### config.mk
export PLATFORM = sky130hd
export DESIGN_NAME = lw_sw_addi_encoder
export DESIGN_NICKNAME = d
export VERILOG_FILES = /design/src/rtl/lw_sw_addi_encoder.sv
export SDC_FILE = /design/constraint.sdc
export NUM_CORES = 1
export LEC_CHECK = 0
export BUFFER_PORTS_ARGS = -buffer_cell sky130_fd_sc_hd__buf_2
export CAP_MARGIN = 20
export CORE_ASPECT_RATIO = 1.25
export CORE_MARGIN = 5
export CORE_UTILIZATION = 50
export DETAILED_ROUTE_END_ITERATION = 6
export GPL_ROUTABILITY_DRIVEN = 1
export HOLD_SLACK_MARGIN = 0.12
export PLACE_DENSITY_LB_ADDON = 0.05
export SLEW_MARGIN = 15
export SYNTH_ARGS = -nofsm -noshare
export SYNTH_HDL_FRONTEND = slang
export SYNTH_SLANG_ARGS = --single-unit
export TNS_END_PERCENT = 30
### constraint.sdc
create_clock -name clk -period 4.1 [get_ports clk]
set_clock_uncertainty 0.15 [all_clocks]
set_input_delay 1.025 -clock clk [delete_from_list [all_inputs] [get_ports clk]]
set_output_delay 1.025 -clock clk [all_outputs]
set_load 0.005 [all_outputs]
### src/rtl/lw_sw_addi_encoder.sv
// lw_sw_addi_encoder: packs LW/SW/ADDI requests into RV32I I/S-type words,
// range-checks the 12-bit signed immediate and tags each word with an
// auto-incrementing instruction-memory address. Rejected requests are
// counted in a sticky, saturating error counter.
module lw_sw_addi_encoder #(
  parameter int                ADDR_W    = 32,
  parameter logic [ADDR_W-1:0] BASE_ADDR = '0,
  parameter int                CNT_W     = 8
) (
  input  logic              clk,
  input  logic              rst_n,
  input  logic              in_valid,
  output logic              in_ready,
  input  logic [1:0]        op_sel,
  input  logic [4:0]        rd,
  input  logic [4:0]        rs1,
  input  logic [4:0]        rs2,
  input  logic [31:0]       imm,
  input  logic              addr_load,
  input  logic [ADDR_W-1:0] addr_load_val,
  output logic              out_valid,
  input  logic              out_ready,
  output logic [31:0]       instr,
  output logic [ADDR_W-1:0] instr_addr,
  output logic              err,
  output logic [CNT_W-1:0]  err_count
);

  localparam logic [1:0] OP_LW   = 2'b00;
  localparam logic [1:0] OP_SW   = 2'b01;
  localparam logic [1:0] OP_ADDI = 2'b10;

  // The immediate fits the 12-bit signed field when bits 31..11 are all equal.
  function automatic logic imm_fits(input logic [31:0] v);
    return (&v[31:11]) || (~|v[31:11]);
  endfunction

  // Pack one request; rs2 is ignored for LW/ADDI and rd for SW.
  function automatic logic [31:0] encode(input logic [1:0]  op,
                                         input logic [4:0]  f_rd,
                                         input logic [4:0]  f_rs1,
                                         input logic [4:0]  f_rs2,
                                         input logic [11:0] f_imm);
    logic [31:0] w;
    w = '0;
    case (op)
      OP_LW:   w = {f_imm, f_rs1, 3'b010, f_rd, 7'b0000011};
      OP_SW:   w = {f_imm[11:5], f_rs2, f_rs1, 3'b010, f_imm[4:0], 7'b0100011};
      OP_ADDI: w = {f_imm, f_rs1, 3'b000, f_rd, 7'b0010011};
      default: w = '0;
    endcase
    return w;
  endfunction

  // Error counter increment that holds at all-ones.
  function automatic logic [CNT_W-1:0] sat_inc(input logic [CNT_W-1:0] c);
    return (&c) ? c : c + CNT_W'(1);
  endfunction

  logic              vld_p0;
  logic [31:0]       instr_p0;
  logic [ADDR_W-1:0] addr_p0;
  logic [ADDR_W-1:0] next_addr;
  logic              err_q;
  logic [CNT_W-1:0]  err_cnt_q;

  logic              accept;
  logic              legal_acc;
  logic              illegal_acc;
  logic [ADDR_W-1:0] addr_base;
  logic [31:0]       word;

  // Handshake decode, address selection and packing for the incoming request.
  always_comb begin
    in_ready    = !vld_p0 || out_ready;
    accept      = in_valid && in_ready;
    legal_acc   = accept && (op_sel != 2'b11) && imm_fits(imm);
    illegal_acc = accept && !legal_acc;
    addr_base   = addr_load ? addr_load_val : next_addr;
    word        = encode(op_sel, rd, rs1, rs2, imm[11:0]);
  end

  // ---- stage p0: output register, address counter and error state ----
  always_ff @(posedge clk) begin
    if (!rst_n) begin
      vld_p0    <= 1'b0;
      instr_p0  <= '0;
      addr_p0   <= BASE_ADDR;
      next_addr <= BASE_ADDR;
      err_q     <= 1'b0;
      err_cnt_q <= '0;
    end else begin
      if (legal_acc) begin
        vld_p0    <= 1'b1;
        instr_p0  <= word;
        addr_p0   <= addr_base;
        next_addr <= addr_base + ADDR_W'(4);
      end else begin
        if (out_ready) vld_p0 <= 1'b0;
        if (addr_load) next_addr <= addr_load_val;
      end
      if (illegal_acc) begin
        err_q     <= 1'b1;
        err_cnt_q <= sat_inc(err_cnt_q);
      end
    end
  end

  assign out_valid  = vld_p0;
  assign instr      = instr_p0;
  assign instr_addr = addr_p0;
  assign err        = err_q;
  assign err_count  = err_cnt_q;

endmodule

## Word-level counts from Yosys, hierarchy flattened

Cells that the tools add are included.

| word-level totals | value |
|---|---|
| bits in registers | 106 |
| bits of input ports | 86 |
| output and inout bits | 75 |
| word-level logic and storage cells | 32 |

| cells by class | value |
|---|---|
| add/sub/neg operators | 2 |
| equal/unequal tests | 3 |
| mux-type cells | 5 |
| bitwise logic cells | 1 |
| reduce and logical (&&, ||, !) cells | 15 |

Operators with widths:

| kind | count |
|---|---|
| 32-bit one-hot mux with 3 select lines | 1 |
| 32-bit 2-to-1 mux | 2 |
| 32-bit by 3-bit adder with 32-bit output, second input constant | 1 |
| 21-bit AND reduction | 1 |
| 21-bit OR reduction | 1 |
| 8-bit by 1-bit adder with 8-bit output, second input constant | 1 |
| 8-bit AND reduction | 1 |
| 1-bit logical AND | 4 |
| 1-bit logical NOT | 3 |
| 2-bit by 1-bit equality test with 1-bit output, second input constant | 1 |
| 2-bit equality test, second input constant | 1 |
| 2-bit logical NOT | 1 |
| 1-bit logical OR | 2 |
| 1-bit 2-to-1 mux | 2 |
| 2-bit != test, second input constant | 1 |
| 2-bit AND reduction | 1 |
| 2-bit nonzero test | 1 |
| 1-bit NOT | 1 |

## Depth between registers and ports, before layout

Gate-level depths: netlist (run 1).

| logic depth | value |
|---|---|
| word-level depth | 8 |
| mapped depth | 13 |

## Worst setup path after synthesis (run 1)

No wires, ideal clock.

| timing path | value |
|---|---|
| path type | input-to-reg |
| start point | in addr_load |
| end point | reg next_addr[28] |
| library setup time | 128 ps |
| data arrival time | 3346 ps |
| required time | 3822 ps |
| path slack | 476 ps |
| cell stages on the path | 13 |
| cells stage by stage | buf_4 buf_4 buf_2 buf_2 mux2i_1 inv_1 ha_1 nand4b_1 a22oi_1 nand2_1 a2111oi_0 xor2_1 nor2_1 |

| between the ends | value |
|---|---|
| cells in the longest elaborated chain, start to end | 3 |

Ends and longest elaborated chain:

| item | RTL line | RTL |
|---|---|---|
| start, declared | 19 | `input logic addr_load,` |
| 32-bit 2-to-1 mux | - |  |
| net addr_base[3] | 70 | `logic [ADDR_W-1:0] addr_base;` |
| 32-bit by 3-bit adder with 32-bit output | 97 | `next_addr <= addr_base + ADDR_W'(4);` |
| 32-bit 2-to-1 mux | 93 | `if (legal_acc) begin` |
| end signal, assigned | 97 |  |
| end signal, assigned | 100 | `if (addr_load) next_addr <= addr_load_val;` |
| end, declared | 63 | `logic [ADDR_W-1:0] next_addr;` |

The timed path passes the listed nets, and every way through them passes these cells.
A chain may end at the register's enable or synchronous reset.

## Worst setup path after layout (run 1)

| timing path | value |
|---|---|
| start point | in out_ready |
| end point | reg addr_p0[23] (netlist: instr_addr[23]) |

| between the ends | value |
|---|---|
| cells in the longest elaborated chain, start to end | 4 |

Ends and longest elaborated chain:

| item | RTL line | RTL |
|---|---|---|
| start, declared | 22 | `input logic out_ready,` |
| 1-bit logical OR | 75 | `in_ready = !vld_p0 \|\| out_ready;` |
| 1-bit logical AND | 76 | `accept = in_valid && in_ready;` |
| 1-bit logical AND (2 in series) | 77 | `legal_acc = accept && (op_sel != 2'b11) && imm_fits(imm);` |
| end signal, assigned | 96 | `addr_p0 <= addr_base;` |
| end, declared | 62 | `logic [ADDR_W-1:0] addr_p0;` |

Every way passes these cells.

==> results of run 1 <==
## cells by family (layout without fill, tap and decap cells)
| group | Yosys count | count (layout) | share of synthesized area [%] |
|---|---|---|---|
| AOI/OAI and AO/OA | 121 | 121 | 17.9 |
| xor gates and xnor gates | 14 | 14 | 2.64 |
| adders and majority gates | 2 | 2 | 0.538 |
| buffers and inverters | 49 | 186 | 5.11 |
| DFF | 100 | 100 | 43.0 |
| muxes | 37 | 37 | 8.04 |
| other | 1 | 5 | 0.0806 |
| and+or+nand+nor | 217 | 217 | 22.7 |
## critical path: cells and delay by family
kind / cells / cell delay (ps)
AND/OR/NAND/NOR: 5 / 1750
AO/OA/AOI/OAI: 1 / 270
buffers and inverters: 2 / 340
## synthesized netlist by cell type, drive strengths merged, types with 6 or more instances
| cell type | n |
|---|---|
| nand4 | 17 |
| a21oi | 41 |
| nand4b | 6 |
| nor2 | 69 |
| dfxtp | 100 |
| xor2 | 12 |
| inv | 6 |
| buf | 23 |
| a21o | 9 |
| nand2 | 50 |
| a211oi | 37 |
| clkbuf | 20 |
| mux2i | 34 |
| nor3 | 19 |
| a221oi | 12 |
| o21ai | 9 |
| nand3 | 29 |
| nand2b | 7 |
## cells in the final DEF, fill, tap and decap left out, types with 5 or more instances in the layout
| cell type | netlist | layout |
|---|---|---|
| buf_2 | 13 | 155 |
| dfxtp_1 | 100 | 100 |
| nor2_1 | 69 | 69 |
| nand2_1 | 50 | 49 |
| a21oi_1 | 38 | 38 |
| a211oi_1 | 37 | 37 |
| mux2i_1 | 34 | 34 |
| nand3_1 | 29 | 29 |
| nor3_1 | 18 | 18 |
| nand4_1 | 16 | 16 |
| xor2_1 | 12 | 12 |
| a221oi_1 | 11 | 11 |
| o21ai_0 | 9 | 9 |
| a21o_1 | 9 | 9 |
| clkbuf_16 | 0 | 9 |
| nand2b_1 | 7 | 7 |
| buf_4 | 8 | 7 |
| nand4b_1 | 6 | 6 |
| inv_1 | 5 | 5 |
| conb_1 | 1 | 5 |
## through the flow
stage               utilization (%)  std cells
global placement               60.1        789
global route                   63.6        805
CTS                            63.6        805
floorplan                         -        545
detailed placement             60.1        789
finish                         63.6        805
## per-layer routing
metal / vias to the layer above / global-route usage, % / share of wire [%] / wire length, um
met1: 2042 / 26.2 / 41 / 4990
met4: 0 / 10.1 / 2.3 / 278
li1: 2224 / - / - / -
met3: 17 / 5.18 / 6.5 / 801
met2: 124 / 37.3 / 51 / 6200
met5: - / 0 / 0 / 0
## worst min-delay path by stage
stage	startpoint	to	cells after the start
after CTS	instr[19]	instr[19]	2
final	instr[19]	instr[19]	2
after global placement	instr[26]	instr[26]	2
after floorplan	instr[15]	instr[15]	2
after detailed placement	instr[19]	instr[19]	2
after global routing	instr[19]	instr[19]	2
## power by group through the flow
stage	clock network, mW	logic, mW	registers (mW)
final	0.911	0.184	1.01
after global routing	0.964	0.204	1.01
after CTS	0.927	0.185	1.00
after detailed placement	0	0.183	1.03
after global placement	0	0.179	1.03
after floorplan	0	0.110	1.02
## state kept, by name, summed over array words and instances, names as in the netlist
signal,count
instr_addr,32
next_addr,32
instr,26
err_count,8
err,1
out_valid,1
## final cells by class
type                       count  area, um2
fill                         852       3320
multi-input combinational    396       2430
sequential                   100       2000
timing repair buffer         164        868
clock buffer                  12        246
tap                          123        154
clock inverter                 4       72.6
inverter                       6       22.5
==> flow_metrics.env, run 1 <==
export IMPL_grtUsageTotal_pct=22.2
export IMPL_ys_types=48
export IMPL_yosysSeqAreaShare_pct=43.0
export IMPL_cp_slowest_cell="nand4_1"
export IMPL_grt_pass1_vias=4201
export IMPL_endpoint="instr_addr[23]"
export IMPL_ys_ff_latch=100
export IMPL_vias=4407
export IMPL_crit_type="input pin to flip-flop"
export IMPL_synth_area_leaders="dfxtp_1 43%, mux2i_1 7.3%, a211oi_1 6.0%, nor2_1 5.6%, a21oi_1 4.1%"
export IMPL_cts_htree_levels=3
export IMPL_detailedRoute_firstIterationViolations=149
export IMPL_grt_setup_unrepaired="no"
export IMPL_start_util_pct=51.0
export IMPL_avgSynthCellArea_um2=8.60
export IMPL_crit_start="out_ready"
export IMPL_io_pins=161
export IMPL_p_int_mw=1.62
export IMPL_synth_top_area_share_pct=43.0
export IMPL_synthFlopType="dfxtp_1"
export IMPL_design_area_um2=5800
export IMPL_gp_congestion=0.815
export IMPL_final_setup_viol_count=0
export IMPL_grt_pass1_wl_um=20000
export IMPL_max_cap_viol_count=0
export IMPL_clock_fmax_ghz=0.303
export IMPL_p_total_mw=2.10
export IMPL_reg2regPathDepth=7
export IMPL_slew_headroom_pct=51.0
export IMPL_cp_arrival_ps=3390
export IMPL_ys_async_sr_fraction_pct=0
export IMPL_antenna_cells=0
export IMPL_regToRegSetupSlack_ps=1270
export IMPL_wirelength_um=12300
export IMPL_cts_clk_slew_worst_paths_ps=70
export IMPL_drcViolationCount=0
export IMPL_period_needed_ps=3300
export IMPL_synth_largest_area_cell="dfxtp_1"
export IMPL_io_buffers=155
export IMPL_cp_end_kind="flip-flop"
export IMPL_syn_to_final_growth_pct=24.7
export IMPL_overflow=0
export IMPL_ys_warn_count=0
export IMPL_cp_max_fo=36
export IMPL_crit_required_ps=4190
export IMPL_ant_nets=0
export IMPL_viasPerCell=5.47
export IMPL_insertion_delay_ps=350
export IMPL_max_slew_worst_pin_slew_ps=732
export IMPL_synth_edff_count=0
export IMPL_whs_ps=301
export IMPL_cp_slowest_stage_delay_ps=630
export IMPL_startpoint_type="input pin"
export IMPL_grt_max_degree=74
export IMPL_grt_antenna_before_repair=0
export IMPL_combPwrFrac_pct=8.7
export IMPL_finalHoldViolCount=0
export IMPL_clkSinkCount=100
export IMPL_r2r_end="instr_addr[23]"
export IMPL_status="finished clean"
export IMPL_cts_setup_buffers=0
export IMPL_swShare_pct=22.8
export IMPL_synth_cell_area_um2=4650
export IMPL_power_density_nw_per_um2=362
export IMPL_fin_crit_sh_pct=80.5
export IMPL_core_um2=9130
export IMPL_fin_ws_ps=799
export IMPL_p_sw_uw=478
export IMPL_min_path_type="flip-flop to flip-flop"
export IMPL_cts_made_buffers=9
export IMPL_pre_cts_slack_ps=542
export IMPL_power_frac_clock_pct=43.4
export IMPL_root_buffer="clkbuf_16"
export IMPL_cts_resized=0
export IMPL_die_area_um2=11300
export IMPL_setup_tns_ps=0
export IMPL_place_hpwl_um=9010
export IMPL_std_cell_rows=39
export IMPL_regToRegStartpoint="out_valid"
export IMPL_drive_above_1_share_pct=28.3
export IMPL_cts_hold_fix_buffers=0
export IMPL_die_h_um=118
export IMPL_peakVddDrop_v=0.000213
export IMPL_drv_slew=0
export IMPL_die_x_um=96.3
export IMPL_syn_inst=541
export IMPL_cp_cell_sequence="buf_2 > nand2b_1 > and2_1 > nand4_1 > nand2_4 > buf_4 > nor2_1 > a211oi_1"
export IMPL_drt_pass1_iter_count=4
export IMPL_wl_per_cell_um=15.2
export IMPL_placed_cell_area_um2=5480
export IMPL_cts_buffer_depth=2
export IMPL_leakage_nw=2.49
export IMPL_cts_tree="done"
export IMPL_finish_net_count=765
export IMPL_seq_power_share_pct=47.9
Power figures use the tool's default switching activity.
==> inputs of run 2 (changes only) <==
==> constraint.sdc (replaced) <==
create_clock -name clk -period 3.45 [get_ports clk]
set_clock_uncertainty 0.15 [all_clocks]
set_input_delay 0.8625 -clock clk [delete_from_list [all_inputs] [get_ports clk]]
set_output_delay 0.8625 -clock clk [all_outputs]
set_load 0.005 [all_outputs]
==> flow_metrics.env, run 2 (synthesis results as in run 1) <==
export IMPL_pre_cts_slack_ps=237
export IMPL_power_density_nw_per_um2=408
export IMPL_drt_pass1_iter_count=4
export IMPL_final_cell_mix="155 x buf_2, 100 x dfxtp_1, 69 x nor2_1"
export IMPL_max_slew_worst_pin_slew_ps=697
export IMPL_cts_buffer_depth=2
export IMPL_finish_net_count=770
export IMPL_cp_max_fo=26
export IMPL_drv_slew=0
export IMPL_crit_start="addr_load"
export IMPL_slew_headroom_pct=53.3
export IMPL_die_area_um2=11300
export IMPL_gp_congestion=0.860
export IMPL_overflow=0
export IMPL_leakage_nw=2.51
export IMPL_final_cells=810
export IMPL_top_layer_used="met4"
export IMPL_drcViolationCount=0
export IMPL_crit_required_ps=3520
export IMPL_root_buffer="clkbuf_16"
export IMPL_io_pins=161
export IMPL_io_buffers=155
export IMPL_grt_setup_unrepaired="no"
export IMPL_design_area_um2=5830
export IMPL_regToRegStartpoint="next_addr[3]"
export IMPL_cts_setup_buffers=0
export IMPL_cp_slowest_cell="a2111oi_0"
export IMPL_syn_to_final_growth_pct=25.3
export IMPL_finalHoldViolCount=0
export IMPL_drt_met1_wl_um=4860
export IMPL_antenna_cells=0
export IMPL_crit_type="input pin to flip-flop"
export IMPL_startpoint_type="input pin"
export IMPL_fin_crit_sh_pct=82.9
export IMPL_viasPerCell=5.49
export IMPL_grt_pass1_wl_um=19800
export IMPL_min_path_type="flip-flop to flip-flop"
export IMPL_dp_cells=794
export IMPL_std_cell_rows=39
export IMPL_reg2regPathDepth=9
export IMPL_setup_tns_ps=0
export IMPL_peakVddDrop_v=0.000247
export IMPL_fin_ws_ps=591
export IMPL_start_util_pct=51.0
export IMPL_die_h_um=118
export IMPL_r2r_end="next_addr[28]"
export IMPL_placed_cell_area_um2=5540
export IMPL_cp_cell_sequence="buf_2 > buf_12 > nand4_1 > a221oi_2 > nand2_1 > a2111oi_0 > xor2_1 > nor2_1"
export IMPL_cts_clk_slew_worst_paths_ps=60
export IMPL_die_x_um=96.3
export IMPL_place_hpwl_um=9060
export IMPL_grt_antenna_before_repair=0
export IMPL_detailedRoute_firstIterationViolations=178
export IMPL_drive_above_1_share_pct=28.7
export IMPL_route_met3_wl_um=899
export IMPL_period_needed_ps=2860
export IMPL_cts_made_buffers=9
export IMPL_hp_start="instr[28]"
export IMPL_final_setup_viol_count=0
export IMPL_insertion_delay_ps=340
export IMPL_cts_tree="done"
export IMPL_endpoint="next_addr[28]"
export IMPL_wirelength_um=12200
export IMPL_ant_nets=0
export IMPL_regToRegSetupSlack_ps=1080
export IMPL_cts_resized=0
export IMPL_grt_pass1_vias=4357
export IMPL_wl_per_cell_um=15.1
export IMPL_cp_arrival_ps=2930
export IMPL_core_um2=9130
export IMPL_fillers=843
export IMPL_grtUsageTotal_pct=21.7
export IMPL_final_common_cell="buf_2"
export IMPL_max_cap_viol_count=0
export IMPL_grt_max_degree=73
export IMPL_wl_met2_um=6090
export IMPL_cp_slowest_stage_delay_ps=530
export IMPL_cp_end_kind="flip-flop"
export IMPL_clock_fmax_ghz=0.350
export IMPL_whs_ps=297
export IMPL_cts_hold_fix_buffers=0
export IMPL_cts_htree_levels=3
export IMPL_status="finished clean"
export IMPL_vias=4443
export IMPL_clkSinkCount=100
[run 2: power breakdown]
group / internal [mW] / switching (mW) / leakage (nW) / total, mW
Combinational: 0.100 / 0.126 / 1.56 / 0.226
Clock: 0.548 / 0.410 / 0.140 / 0.958
Sequential: 1.18 / 0.0156 / 0.812 / 1.20
[run 2: worst min-delay path by stage]
stage | endpoint | slack [ps] | depth (start not counted)
finish | instr[28] | 300 | 2
global route | instr[28] | 330 | 2
floorplan | instr[15] | 300 | 2
detailed placement | instr[30] | 290 | 2
CTS | instr[28] | 300 | 2
global placement | instr[17] | 290 | 2
[run 2: per-layer routing]
metal / track usage, % / vias to the layer above
li1: - / 2230
met1: 25.8 / 2053
met2: 36.2 / 135
met3: 4.54 / 25
met4: 10.4 / 0
met5: 0 / -
[run 2: cell type report]
cell class | instances | area [um2] | area share, %
well taps | 123 | 154 | 2.64
inverters | 6 | 22.5 | 0.387
clock inverters | 1 | 5.00 | 0.0859
repair buffers | 169 | 931 | 16.0
multi-input cells | 396 | 2430 | 41.8
clock buffers | 15 | 278 | 4.77
flip-flops and latches | 100 | 2000 | 34.4
[run 2: worst max-delay path, delay by kind of cell]
family	cells	cell delay, ps
xor gates and xnor gates	1	180
and+or+nand+nor	3	440
buffers and inverters	2	430
AOI/OAI and AO/OA	2	1020
[run 2: per-stage QoR]
step	total power, mW	util [%]
2_1_floorplan	1.35	-
3_3_place_gp	1.44	60.8
3_5_place_dp	1.45	60.8
4_1_cts	2.40	63.9
5_1_grt	2.47	63.9
6_report	2.38	63.9
==> inputs of run 3 (changes only) <==
--- a/config.mk
+++ b/config.mk
@@ -9,7 +9,7 @@
 export CAP_MARGIN = 20
 export CORE_ASPECT_RATIO = 1.25
 export CORE_MARGIN = 5
-export CORE_UTILIZATION = 50
+export CORE_UTILIZATION = 45
 export DETAILED_ROUTE_END_ITERATION = 6
 export GPL_ROUTABILITY_DRIVEN = 1
 export HOLD_SLACK_MARGIN = 0.12
==> constraint.sdc (replaced) <==
create_clock -name clk -period 2.3 [get_ports clk]
set_clock_uncertainty 0.15 [all_clocks]
set_input_delay 0.575 -clock clk [delete_from_list [all_inputs] [get_ports clk]]
set_output_delay 0.575 -clock clk [all_outputs]
set_load 0.005 [all_outputs]
==> flow_metrics.env, run 3 (synthesis results as in run 1) <==
export IMPL_top_layer_used="met5"
export IMPL_drcViolationCount=0
export IMPL_route_met3_wl_um=998
export IMPL_vias=4669
export IMPL_clock_fmax_ghz=0.443
export IMPL_viasPerCell=5.38
export IMPL_die_area_um2=12500
export IMPL_std_cell_rows=41
export IMPL_clkSinkCount=100
export IMPL_overflow=0
export IMPL_multi_input_area_um2=2570
export IMPL_cts_hold_fix_buffers=0
export IMPL_max_cap_viol_count=0
export IMPL_r2r_end="next_addr[27]"
export IMPL_placed_cell_area_um2=6030
export IMPL_cts_htree_levels=3
export IMPL_fin_crit_sh_pct=98.1
export IMPL_grt_pass1_vias=4635
export IMPL_io_buffers=155
export IMPL_drt_met1_wl_um=5220
export IMPL_die_h_um=124
export IMPL_design_area_um2=6390
export IMPL_regToRegStartpoint="next_addr[12]"
export IMPL_drive_above_1_share_pct=36.4
export IMPL_grtUsageTotal_pct=21.0
export IMPL_start_util_pct=46.0
export IMPL_reg2regPathDepth=7
export IMPL_grt_pass1_wl_um=21100
export IMPL_cts_clk_slew_worst_paths_ps=70
export IMPL_finalHoldViolCount=0
export IMPL_cts_buffer_depth=2
export IMPL_crit_start="imm[13]"
export IMPL_pre_cts_slack_ps=-396
export IMPL_power_density_nw_per_um2=561
export IMPL_crit_type="input pin to flip-flop"
export IMPL_period_needed_ps=2260
export IMPL_cp_arrival_ps=2360
export IMPL_crit_required_ps=2400
export IMPL_cp_end_kind="flip-flop"
export IMPL_syn_to_final_growth_pct=37.3
export IMPL_drt_pass1_iter_count=7
export IMPL_root_buffer="clkbuf_16"
export IMPL_cts_made_buffers=9
export IMPL_drv_slew=0
export IMPL_endpoint="instr_addr[0]"
export IMPL_peakVddDrop_v=0.000335
export IMPL_grt_max_degree=61
export IMPL_min_path_type="flip-flop to flip-flop"
export IMPL_fillers=911
export IMPL_final_cell_mix="154 x buf_2, 100 x dfxtp_1, 69 x nor2_1"
export IMPL_status="finished clean"
export IMPL_dp_cells=851
export IMPL_wl_met2_um=6680
export IMPL_gp_congestion=0.840
export IMPL_setup_tns_ps=0
export IMPL_insertion_delay_ps=340
export IMPL_cts_tree="done"
export IMPL_fin_ws_ps=42.7
export IMPL_max_slew_worst_pin_slew_ps=752
export IMPL_finish_net_count=823
export IMPL_ant_nets=0
export IMPL_wirelength_um=13200
export IMPL_wl_per_cell_um=15.2
export IMPL_grt_antenna_before_repair=2
export IMPL_regToRegSetupSlack_ps=190
export IMPL_core_um2=10100
export IMPL_final_setup_viol_count=0
export IMPL_final_common_cell="buf_2"
export IMPL_grt_setup_unrepaired="yes"
export IMPL_io_pins=161
export IMPL_startpoint_type="input pin"
export IMPL_ff_latch_area_um2=2000
export IMPL_final_cells=868
export IMPL_cp_max_fo=15
export IMPL_detailedRoute_firstIterationViolations=110
export IMPL_slew_headroom_pct=49.7
export IMPL_leakage_nw=2.78
export IMPL_place_hpwl_um=10200
export IMPL_die_x_um=101
## run 3: layout make-up
type | count | share of cell area, %
Tap cell | 129 | 2.53
Clock buffer | 10 | 3.74
Sequential cell | 100 | 31.3
Antenna cell | 1 | 0.0392
Multi-Input combinational cell | 396 | 40.2
Timing Repair Buffer | 222 | 21.4
Clock inverter | 4 | 0.431
Inverter | 6 | 0.353
## run 3: stage by stage
stage / hold slack (ps) / util [%] / total power [mW]
3_5_place_dp: 293 / 59.7 / 2.22
3_3_place_gp: 286 / 59.7 / 2.21
5_1_grt: 310 / 63.2 / 3.73
2_1_floorplan: 298 / - / 2.03
4_1_cts: 303 / 62.3 / 3.61
6_report: 300 / 63.2 / 3.58
## run 3: what timing repair did
action | CTS | global route
buffers inserted | 0 | 2
pin swaps | 0 | 6
hold endpoints to repair | 0 | 0
setup endpoints to repair | 1 | 8
resized for setup | 1 | 13
## run 3: how the worst min path moves through the flow
stage | end | slack [ps] | depth (start not counted) | startpoint
floorplan | instr[15] | 300 | 2 | instr[15]
global placement | instr[29] | 290 | 2 | instr[29]
detailed placement | instr[28] | 290 | 2 | instr[28]
CTS | instr[28] | 300 | 2 | instr[28]
global route | instr[27] | 310 | 3 | imm[7]
finish | instr[28] | 300 | 2 | instr[28]
## run 3: power by group
part | leakage [nW] | total [mW] | switching (mW) | internal (mW)
registers | 0.812 | 1.79 | 0.0237 | 1.77
clock network | 0.122 | 1.39 | 0.644 | 0.749
logic | 1.85 | 0.398 | 0.205 | 0.192
## run 3: critical path, stage by stage
cell	delay, ps
buf_2	100
or4_4	540
nor3_4	150
nand4_4	160
buf_4	200
nand2_4	120
buf_4	230
nor2_1	60
a211oi_1	220
## run 3: metal layers
metal  vias to the layer above  track usage, %
li1                       2339               -
met1                      2164            23.4
met2                       139            37.1
met3                        25            6.72
met4                         2            7.81
met5                         -               0
